**src/rtl/multicycle_mem_arbiter.sv**
```systemverilog
// rtl/multicycle_mem_arbiter.sv - two-port round-robin arbiter for a single-port variable-latency memory
module multicycle_mem_arbiter #(
  parameter int TIMEOUT = 256,
  parameter int CNT_W   = 9
) (
  input  logic        clock,
  input  logic        reset,
  input  logic        req0,
  input  logic        we0,
  input  logic [31:0] addr0,
  input  logic [31:0] wdata0,
  input  logic [3:0]  wmask0,
  output logic        ready0,
  output logic [31:0] rdata0,
  output logic        err0,
  input  logic        req1,
  input  logic        we1,
  input  logic [31:0] addr1,
  input  logic [31:0] wdata1,
  input  logic [3:0]  wmask1,
  output logic        ready1,
  output logic [31:0] rdata1,
  output logic        err1,
  output logic        mem_req,
  output logic        mem_we,
  output logic [31:0] mem_addr,
  output logic [31:0] mem_wdata,
  output logic [3:0]  mem_wmask,
  input  logic        mem_ack,
  input  logic [31:0] mem_rdata,
  output logic        busy
);

  typedef enum logic {
    IDLE = 1'b0,
    BUSY = 1'b1
  } state_t;

  // Count value seen on the last permitted BUSY cycle; only meaningful when TIMEOUT is nonzero.
  localparam logic [CNT_W-1:0] CNT_LAST = CNT_W'((TIMEOUT > 0) ? (TIMEOUT - 1) : 0);

  state_t            state_q, state_d;
  logic              owner_q;
  logic              last_grant_q;
  logic [CNT_W-1:0]  cnt_q;
  logic              we_q;
  logic [31:0]       addr_q;
  logic [31:0]       wdata_q;
  logic [3:0]        wmask_q;

  logic              any_req;
  logic              grant_port;
  logic              timeout_hit;
  logic              done;
  logic              done_err;

  // Round-robin choice: a lone requester wins outright, a tie goes to the port not served last.
  always_comb begin
    any_req    = req0 | req1;
    grant_port = 1'b0;
    if (req0 && req1) begin
      grant_port = ~last_grant_q;
    end else if (req1) begin
      grant_port = 1'b1;
    end
    timeout_hit = (TIMEOUT != 0) && (cnt_q == CNT_LAST);
  end

  // Next-state and completion decode; an ack always beats a simultaneous timeout.
  always_comb begin
    state_d  = state_q;
    done     = 1'b0;
    done_err = 1'b0;
    case (state_q)
      IDLE: begin
        if (any_req) begin
          state_d = BUSY;
        end
      end
      BUSY: begin
        if (mem_ack) begin
          done    = 1'b1;
          state_d = IDLE;
        end else if (timeout_hit) begin
          done     = 1'b1;
          done_err = 1'b1;
          state_d  = IDLE;
        end
      end
      default: state_d = IDLE;
    endcase
  end

  // State register; reset drops back to IDLE immediately, aborting any access in flight.
  always_ff @(posedge clock or negedge reset) begin
    if (!reset) begin
      state_q <= IDLE;
    end else begin
      state_q <= state_d;
    end
  end

  // Grant bookkeeping and the latched copy of the granted request.
  always_ff @(posedge clock or negedge reset) begin
    if (!reset) begin
      owner_q      <= 1'b0;
      last_grant_q <= 1'b1;
      we_q         <= 1'b0;
      addr_q       <= '0;
      wdata_q      <= '0;
      wmask_q      <= '0;
    end else if (state_q == IDLE && any_req) begin
      owner_q      <= grant_port;
      last_grant_q <= grant_port;
      we_q         <= grant_port ? we1 : we0;
      addr_q       <= grant_port ? addr1 : addr0;
      wdata_q      <= grant_port ? wdata1 : wdata0;
      wmask_q      <= grant_port ? wmask1 : wmask0;
    end
  end

  // Wait-cycle counter: cleared on grant, advances each BUSY cycle, parks at all-ones.
  always_ff @(posedge clock or negedge reset) begin
    if (!reset) begin
      cnt_q <= '0;
    end else if (state_q == IDLE) begin
      cnt_q <= '0;
    end else if (cnt_q != {CNT_W{1'b1}}) begin
      cnt_q <= cnt_q + 1'b1;
    end
  end

  // Memory side and per-port completion outputs; the non-owner sees all zeros.
  always_comb begin
    mem_req   = (state_q == BUSY);
    busy      = (state_q == BUSY);
    mem_we    = we_q;
    mem_addr  = addr_q;
    mem_wdata = wdata_q;
    mem_wmask = wmask_q;
    ready0    = done & ~owner_q;
    ready1    = done & owner_q;
    err0      = done_err & ~owner_q;
    err1      = done_err & owner_q;
    rdata0    = (ready0 && !done_err) ? mem_rdata : 32'h0;
    rdata1    = (ready1 && !done_err) ? mem_rdata : 32'h0;
  end

endmodule
```
**config.mk**
```make
export PLATFORM = sky130hd
export DESIGN_NAME = multicycle_mem_arbiter
export DESIGN_NICKNAME = d
export VERILOG_FILES = /design/src/rtl/multicycle_mem_arbiter.sv
export SDC_FILE = /design/constraint.sdc
export NUM_CORES = 1
export LEC_CHECK = 0
export ABC_AREA = 1
export CAP_MARGIN = 5
export CORE_AREA = 2 2 120 122
export CTS_CLUSTER_DIAMETER = 80
export DETAILED_ROUTE_END_ITERATION = 7
export DIE_AREA = 0 0 122 124
export GPL_ROUTABILITY_DRIVEN = 0
export PLACE_DENSITY = 0.72
export SYNTH_ARGS = -nofsm -noshare
export SYNTH_HDL_FRONTEND = slang
export SYNTH_SLANG_ARGS = --single-unit
```
**constraint.sdc**
```tcl
create_clock -name clock -period 2.69 [get_ports clock]
set_clock_uncertainty 0.05 [all_clocks]
set_input_delay 0.4035 -clock clock [delete_from_list [all_inputs] [get_ports clock]]
set_output_delay 0.4035 -clock clock [all_outputs]
set_load 0.01 [all_outputs]
```
# After elaboration in Yosys (flattened, before gate mapping)
# Index checks and enable logic that the tools add are counted.
[word_totals]
regBits = 81
out_inout_bits = 139
[op_classes]
n_bitwise = 8
muxes = 19
reduce_logical = 5
eq_ne = 3
add_sub_neg = 1
[op_table]
columns = ["op", "count"]
rows = [
  ["$mux 32", 4],
  ["$mux 9", 2],
  ["$mux 1", 11],
  ["$add 9x1->9 const B", 1],
  ["$eq 9x8->1 const B", 1],
  ["$ne 9x9->1 const B", 1],
  ["$and 1x1->1", 4],
  ["$logic_and 1x1->1", 4],
  ["$mux 4", 1],
  ["$not 1->1", 3],
  ["$ne 2x1->1 const B", 1],
  ["$pmux 1 s2", 1],
  ["$logic_not 1->1", 1],
  ["$or 1x1->1", 1],
]

# Depth between registers and ports, before layout
# Gate-level depths: netlist (run 1).
[logic_depth]
ltp_word = 7
ltp_mapped = 11
depth_no_buf = 11

# Worst setup path after synthesis (run 1)
# Ideal clock, no wire load.
[synth_path]
path_type = "register to output"
startpoint = "register cnt_q[0]"
endpoint = "output rdata0[10]"
path_buffers = 1
path_stages_with_launch = 10
t_arrival_ns = 1.780
setup_slack_ns = 0.457
required_time_ns = 2.237
cell_sequence = "dfrtp_1 ha_1 nand2_1 nor4_1 ha_1 inv_1 a21oi_2 nand3_1 buf_2 nor2_1"
[synth_between]
elab_chain_len = 7
[synth_rtl]
columns = ["element", "line_no", "text"]
rows = [
  ["start, declared", "45", "logic [CNT_W-1:0] cnt_q;"],
  ["start signal, assigned", "129", "cnt_q <= cnt_q + 1'b1;"],
  ["$eq 9x8->1 *", "66", "timeout_hit = (TIMEOUT != 0) && (cnt_q == CNT_LAST);"],
  ["$mux 1 *", "84", "end else if (timeout_hit) begin"],
  ["$mux 1", "81", "if (mem_ack) begin"],
  ["$mux 1", "74", "case (state_q)"],
  ["$and 1x1->1 or $logic_not 1->1 (tied branches)", "141, 145", ""],
  ["$logic_and 1x1->1 *", "145", "rdata0 = (ready0 && !done_err) ? mem_rdata : 32'h0;"],
  ["$mux 32 *", "145", ""],
  ["end, declared", "14", "output logic [31:0] rdata0,"],
]
# Mark *: on every way between the ends. The rest lies on a longest branch, timed or not.

# Worst setup path after layout (run 1)
[layout_path]
startpoint = "register cnt_q[1]"
endpoint = "output rdata0[18]"
# Same word-level chain as after synthesis.

==> results of run 1 <==
==> where the power goes <==
group	internal, W	switching (W)
sequential	0.00151	0.000164
combinational	0.00101	0.000849
clock	0.000710	0.000482
total	0.00323	0.00149
==> flip-flops by register name, indices dropped and copies added, names as in the netlist <==
signal        cells
busy              1
cnt_q             9
last_grant_q      1
mem_addr         32
mem_wdata        32
mem_we            1
mem_wmask         4
owner_q           1
==> path summary, 6_finish.rpt <==
| kind | end | slack, ns | from |
|---|---|---|---|
| worst max-delay path | rdata0[18] | 0.02 | cnt_q[1] |
| worst min-delay path | last_grant_q | 0.35 | req1 |
| worst max register to register | cnt_q[5] | 0.82 | cnt_q[0] |
| worst min register to register | last_grant_q | 0.44 | last_grant_q |
| max in group asynchronous | last_grant_q | 1.36 | reset |
| min in group asynchronous | mem_wmask[0] | 0.54 | reset |
==> logic make-up (layout without fill, tap and decap cells) <==
family / count (synthesis) / count (layout) / share of synthesized area, %
adder cells (fa/ha/maj): 3 / 3 / 0.884
AND/OR/NAND/NOR: 320 / 320 / 31.0
AO/OA/AOI/OAI: 79 / 79 / 11.5
flip-flops: 81 / 81 / 47.8
buffers and inverters: 90 / 394 / 8.90
other: 0 / 1 / 0
==> layout make-up <==
class / instances / area, sq um / share of cell area [%]
sequential: 81 / 2030 / 26.2
clock inverter: 4 / 45.0 / 0.583
inverter: 45 / 169 / 2.18
timing repair buffer: 334 / 3050 / 39.5
multi-input combinational: 402 / 1970 / 25.5
tap: 180 / 225 / 2.91
clock buffer: 11 / 233 / 3.01
antenna: 1 / 2.50 / 0.0324
==> Yosys cell counts <==
library cell,n
clkbuf_1,21
o21ai_0,1
nand3_1,75
nand3_2,1
o22ai_1,1
a21oi_1,6
nor3_1,1
nand2_1,91
a21oi_2,1
inv_2,2
buf_4,4
nor2_1,147
dfstp_2,1
ha_1,3
buf_2,20
dfrtp_1,80
nor4_1,1
o21ai_1,1
a31oi_1,69
nand2_2,2
nor2_2,2
inv_1,43
==> per-stage QoR <==
step / area [sq um] / total power, W / std cells / setup TNS [ns] / utilization [%]
finish: 7730 / 0.00472 / 1058 / 0 / 56.4
global route: 7730 / 0.00501 / 1058 / -5.04 / 56.4
CTS: 7740 / 0.00475 / 1056 / -2.49 / 56.4
detailed placement: 7560 / 0.00356 / 1037 / -8.40 / 55.1
global placement: 7560 / 0.00353 / 1037 / -0.458 / 55.1
floorplan: 4250 / 0.00242 / 573 / 0 / -
==> metal layers <==
layer	part of all wire, %	up-vias
li1	-	2478
met1	38	2269
met2	49	229
met3	10	30
met4	2.8	0
met5	0	-
==> worst max-delay path, stage by stage, from the launching register on <==
cell and delay (ns):
dfrtp_1 0.36, ha_2 0.19, nand2_2 0.07, nor4_4 0.17, ha_2 0.24, inv_2 0.05, a21oi_4 0.20, buf_6 0.13
nand3_4 0.06, buf_12 0.17, nor2_1 0.10, buf_2 0.14
==> repair_timing <==
item	4_1_cts	5_1_grt
gates cloned	0	0
hold buffers	1	0
resized for setup	252	62
setup endpoints to repair	68	67
hold endpoints to repair	7	0
pin swaps	3	6
buffers inserted	3	2
==> results.sh, run 1 <==
export IMPL_io_pins=314
export IMPL_die_x_um=122
export IMPL_grt_first_pass_wirelength_um=24200
export IMPL_rsz0062_at_grt="yes"
export IMPL_grt_met1_usage_pct=22.8
export IMPL_nFillCells=1361
export IMPL_setup_ws_ns=0.0174
export IMPL_drive_gt1_share_pct=16.4
export IMPL_grt_pass1_vias=4777
export IMPL_first_pass_iters=4
export IMPL_finalCritPeriodShare_pct=99.4
export IMPL_die_y_um=124
export IMPL_dp_hpwl_um=11800
export IMPL_via_count=5006
export IMPL_cts_tree="yes"
export IMPL_slew_viol_final=0
export IMPL_max_slew_margin_pct=48.7
export IMPL_powerDensity_mw_per_mm2=611
export IMPL_critical_path_class="flip-flop to output port"
export IMPL_synth_nets=751
export IMPL_holdPathStages=3
export IMPL_dieArea_sq_mm=0.0151
export IMPL_period_needed_ns=2.67
export IMPL_status="finished clean"
export IMPL_track_usage_pct=20.7
export IMPL_power_leakage_nw=3.53
export IMPL_hold_viol_final=0
export IMPL_vias_per_cell=4.73
export IMPL_synth_warning_count=0
export IMPL_vdd_drop_max_mv=0.283
export IMPL_worst_path_max_fanout=32
export IMPL_cts_buffer_depth=2
export IMPL_final_nets=1051
export IMPL_clkLatencyLatePin_ns=0.33
export IMPL_htreeDepth=3
export IMPL_crit_path_start_kind="flip-flop"
export IMPL_hold_ws_ns=0.347
export IMPL_clk_pin_slew_ns=0.06
export IMPL_layout_common_cells="243 x clkdlybuf4s50_1, 121 x nor2_1, 90 x nand2_1, 80 x dfrtp_1, 73 x nand3_1"
export IMPL_grt_overflow_total=0
export IMPL_hold_path_class="input pin to flip-flop"
export IMPL_numCtsBuffers=9
export IMPL_endpoint_kind="output port"
export IMPL_ys_types=22
export IMPL_cp_required_ns=2.24
export IMPL_cts_sinks=81
export IMPL_final_common_cell="clkdlybuf4s50_1"
export IMPL_port_buffers=313
export IMPL_drc_errors=0
export IMPL_core_sq_mm=0.0137
export IMPL_drt_initial_drc_count=174
export IMPL_row_count=43
export IMPL_grt_use_met3_pct=7.92
export IMPL_syn_avg_cell_area_sq_um=7.41
export IMPL_fmax_ghz=0.374
export IMPL_synth_seq_cells=81
export IMPL_grt_start_max_net_pins=88
export IMPL_syn_to_final_growth_pct=82.1
export IMPL_arrival_ns=2.22
export IMPL_grt_use_met2_pct=35.0
export IMPL_ys_seq_area_share_pct=47.8
export IMPL_synth_top_cells_by_area="dfrtp_1 47%, nor2_1 13%, a31oi_1 10%"
export IMPL_netlist_instances=573
export IMPL_drtAntennaViolNets=0
export IMPL_yosysTopAreaCell="dfrtp_1"
export IMPL_postRouteWirelength_um=16200
export IMPL_start_util_pct=30.9
export IMPL_cts_root_buffer="clkbuf_16"
export IMPL_place_ws_ns=-0.233
export IMPL_antenna_found_initial=1
export IMPL_max_cap_violations=0
export IMPL_routedWlPerCell_um=15.3
export IMPL_setup_violations=0
export IMPL_grt_busiest_layer="met2"
export IMPL_ff2ff_path_depth=11
export IMPL_syn_area_sq_mm=0.00425
export IMPL_tightestPinTransition_ns=0.770
export IMPL_synth_top_area_share_pct=47.2
Power figures use the tool's default switching activity.
==> run 2: changes to the inputs <==
Clock period 2.69 ns to 2.5 ns, I/O delays scaled along.
==> run 2 against run 1 <==
Global-route usage shrank 0.22 points. Combinational power grew 13%. First-iteration DRC count grew 61%. Register-to-register slack lost 0.24 ns. Worst hold slack lost 0.014 ns. Sequential cell count is the same. Wire length grew 4.4%. The flow now finishes with violations (negative setup slack). Count of clock-buffer cells in the layout is the same. Power grew 9.9%. Critical endpoint is now rdata1[3]. Final area grew 5.0%. Critical path depth grew 1. Sequential share of layout area shrank 1.2 points.
==> results.sh, run 2 (synthesis results as in run 1) <==
export IMPL_drtAntennaViolNets=0
export IMPL_drt_initial_drc_count=281
export IMPL_cts_sinks=81
export IMPL_dieArea_sq_mm=0.0151
export IMPL_p_int_w=0.00354
export IMPL_max_slew_margin_pct=46.4
export IMPL_min_from="req1"
export IMPL_cts_buffer_depth=2
export IMPL_worstReg2RegStart="cnt_q[0]"
export IMPL_syn_to_final_growth_pct=91.2
export IMPL_grt_overflow_total=0
export IMPL_clk_pin_slew_ns=0.06
export IMPL_cp_required_ns=2.08
export IMPL_core_sq_mm=0.0137
export IMPL_drc_errors=0
export IMPL_max_cap_violations=0
export IMPL_antenna_found_initial=0
export IMPL_rsz0062_at_grt="yes"
export IMPL_htreeDepth=3
export IMPL_crit_path_start="cnt_q[0]"
export IMPL_clkLatencyLatePin_ns=0.32
export IMPL_io_pins=314
export IMPL_finalCritPeriodShare_pct=112
export IMPL_grt_start_max_net_pins=87
export IMPL_cts_root_buffer="clkbuf_16"
export IMPL_comb_power_share_pct=40.6
export IMPL_die_y_um=124
export IMPL_vias_per_cell=4.74
export IMPL_postRouteWirelength_um=16900
export IMPL_clock_power_share_pct=24.9
export IMPL_grt_first_pass_wirelength_um=24100
export IMPL_first_pass_iters=4
export IMPL_postPlaceCellArea_sq_mm=0.00760
export IMPL_drive_gt1_share_pct=19.4
export IMPL_status="finished, violations left"
export IMPL_grt_pass1_vias=4869
export IMPL_dp_hpwl_um=12000
export IMPL_final_common_cell="clkdlybuf4s50_1"
export IMPL_p_seq_share_pct=34.5
export IMPL_final_nets=1073
export IMPL_die_x_um=122
export IMPL_powerDensity_mw_per_mm2=639
export IMPL_hold_path_class="input pin to flip-flop"
export IMPL_tightestPinTransition_ns=0.804
export IMPL_power_switching_w=0.00165
export IMPL_tns_ns=-14.25
export IMPL_routedWlPerCell_um=15.6
export IMPL_track_usage_pct=20.5
export IMPL_numCtsBuffers=9
export IMPL_slew_viol_final=0
export IMPL_port_buffers=313
export IMPL_endpoint_kind="output port"
export IMPL_hold_viol_final=0
export IMPL_setup_violations=68
export IMPL_arrival_ns=2.39
export IMPL_via_count=5116
export IMPL_period_needed_ns=2.81
export IMPL_fmax_ghz=0.356
export IMPL_vdd_drop_max_mv=0.434
export IMPL_start_util_pct=30.9
export IMPL_power_leakage_nw=3.66
export IMPL_violations="negative setup slack"
export IMPL_setup_ws_ns=-0.312
export IMPL_cts_tree="yes"
export IMPL_critical_path_class="flip-flop to output port"
export IMPL_place_ws_ns=-0.321
export IMPL_design_area_sq_mm=0.00812
export IMPL_layout_common_cells="243 x clkdlybuf4s50_1, 114 x nor2_1, 90 x nand2_1, 80 x dfrtp_1, 73 x nand3_1"
export IMPL_worst_path_max_fanout=7
export IMPL_crit_path_start_kind="flip-flop"
export IMPL_swShare_pct=31.8
export IMPL_antenna_cells=0
export IMPL_row_count=43
[run 2: cell types whose count changed in the layout (fill, tap and decap cells not counted), moves of 11 or more]
cell      delta
buf_4       +12
clkbuf_2    +11
buf_2       -22
buf_6       +22
nor2_4      +14
[run 2: worst paths after layout]
path / end / slack [ns] / cells past startpoint
max: rdata1[3] / -0.31 / 12
min reg2reg: last_grant_q / 0.45 / 2
max in group asynchronous: mem_wdata[31] / 1.16 / 3
min in group asynchronous: mem_wmask[0] / 0.54 / 2
min: last_grant_q / 0.33 / 3
max reg2reg: cnt_q[7] / 0.58 / 11
[run 2: cell type report]
class,count,area (sq um)
timing repair buffer,356,3340
sequential,81,2030
tap,180,225
fill,1266,5600
clock inverter,5,56.3
inverter,45,169
clock buffer,11,233
multi-input combinational,402,2060
[run 2: worst max-delay path: stages, from the launching register on]
cell     delay (ns)
dfrtp_1        0.36
ha_2           0.19
nand2_2        0.07
nor4_4         0.24
ha_2           0.24
inv_2          0.05
a21oi_4        0.17
nand3_2        0.12
buf_6          0.14
buf_8          0.13
buf_12         0.14
nor2_4         0.10
buf_6          0.11
[run 2: power groups by stage]
stage          clock [W]  combinational (W)  sequential, W
4_1_cts          0.00133            0.00208        0.00179
2_1_floorplan          0           0.000662        0.00194
5_1_grt          0.00137            0.00228        0.00183
3_5_place_dp           0            0.00203        0.00181
3_3_place_gp           0            0.00202        0.00179
6_report         0.00129            0.00211        0.00179
[run 2: what timing repair did]
action                                 CTS  global route
buffers inserted                        15             5
hold buffers                             1             0
pin swaps                                7            12
gates cloned                             0             2
endpoints found under the hold margin    2             0
setup endpoints to repair               68            68
gates resized for setup                204           139
[run 2: metal layers]
layer  routed length, um  GRT usage [%]  vias up
li1                    -              -     2523
met1                6170           21.8     2329
met2                8690           37.6      235
met3                1620           7.28       29
met4                 399           6.68        0
met5                   0              0        -
[run 2: through the flow]
step           utilization (%)  power, W  std cells  hold slack [ns]
6_report                  59.2   0.00519       1080            0.333
3_5_place_dp              55.4   0.00384       1044            0.355
4_1_cts                   58.3   0.00520       1075            0.317
5_1_grt                   59.2   0.00549       1080            0.332
2_1_floorplan                -   0.00260        573           0.0294
3_3_place_gp              55.4   0.00382       1044            0.352
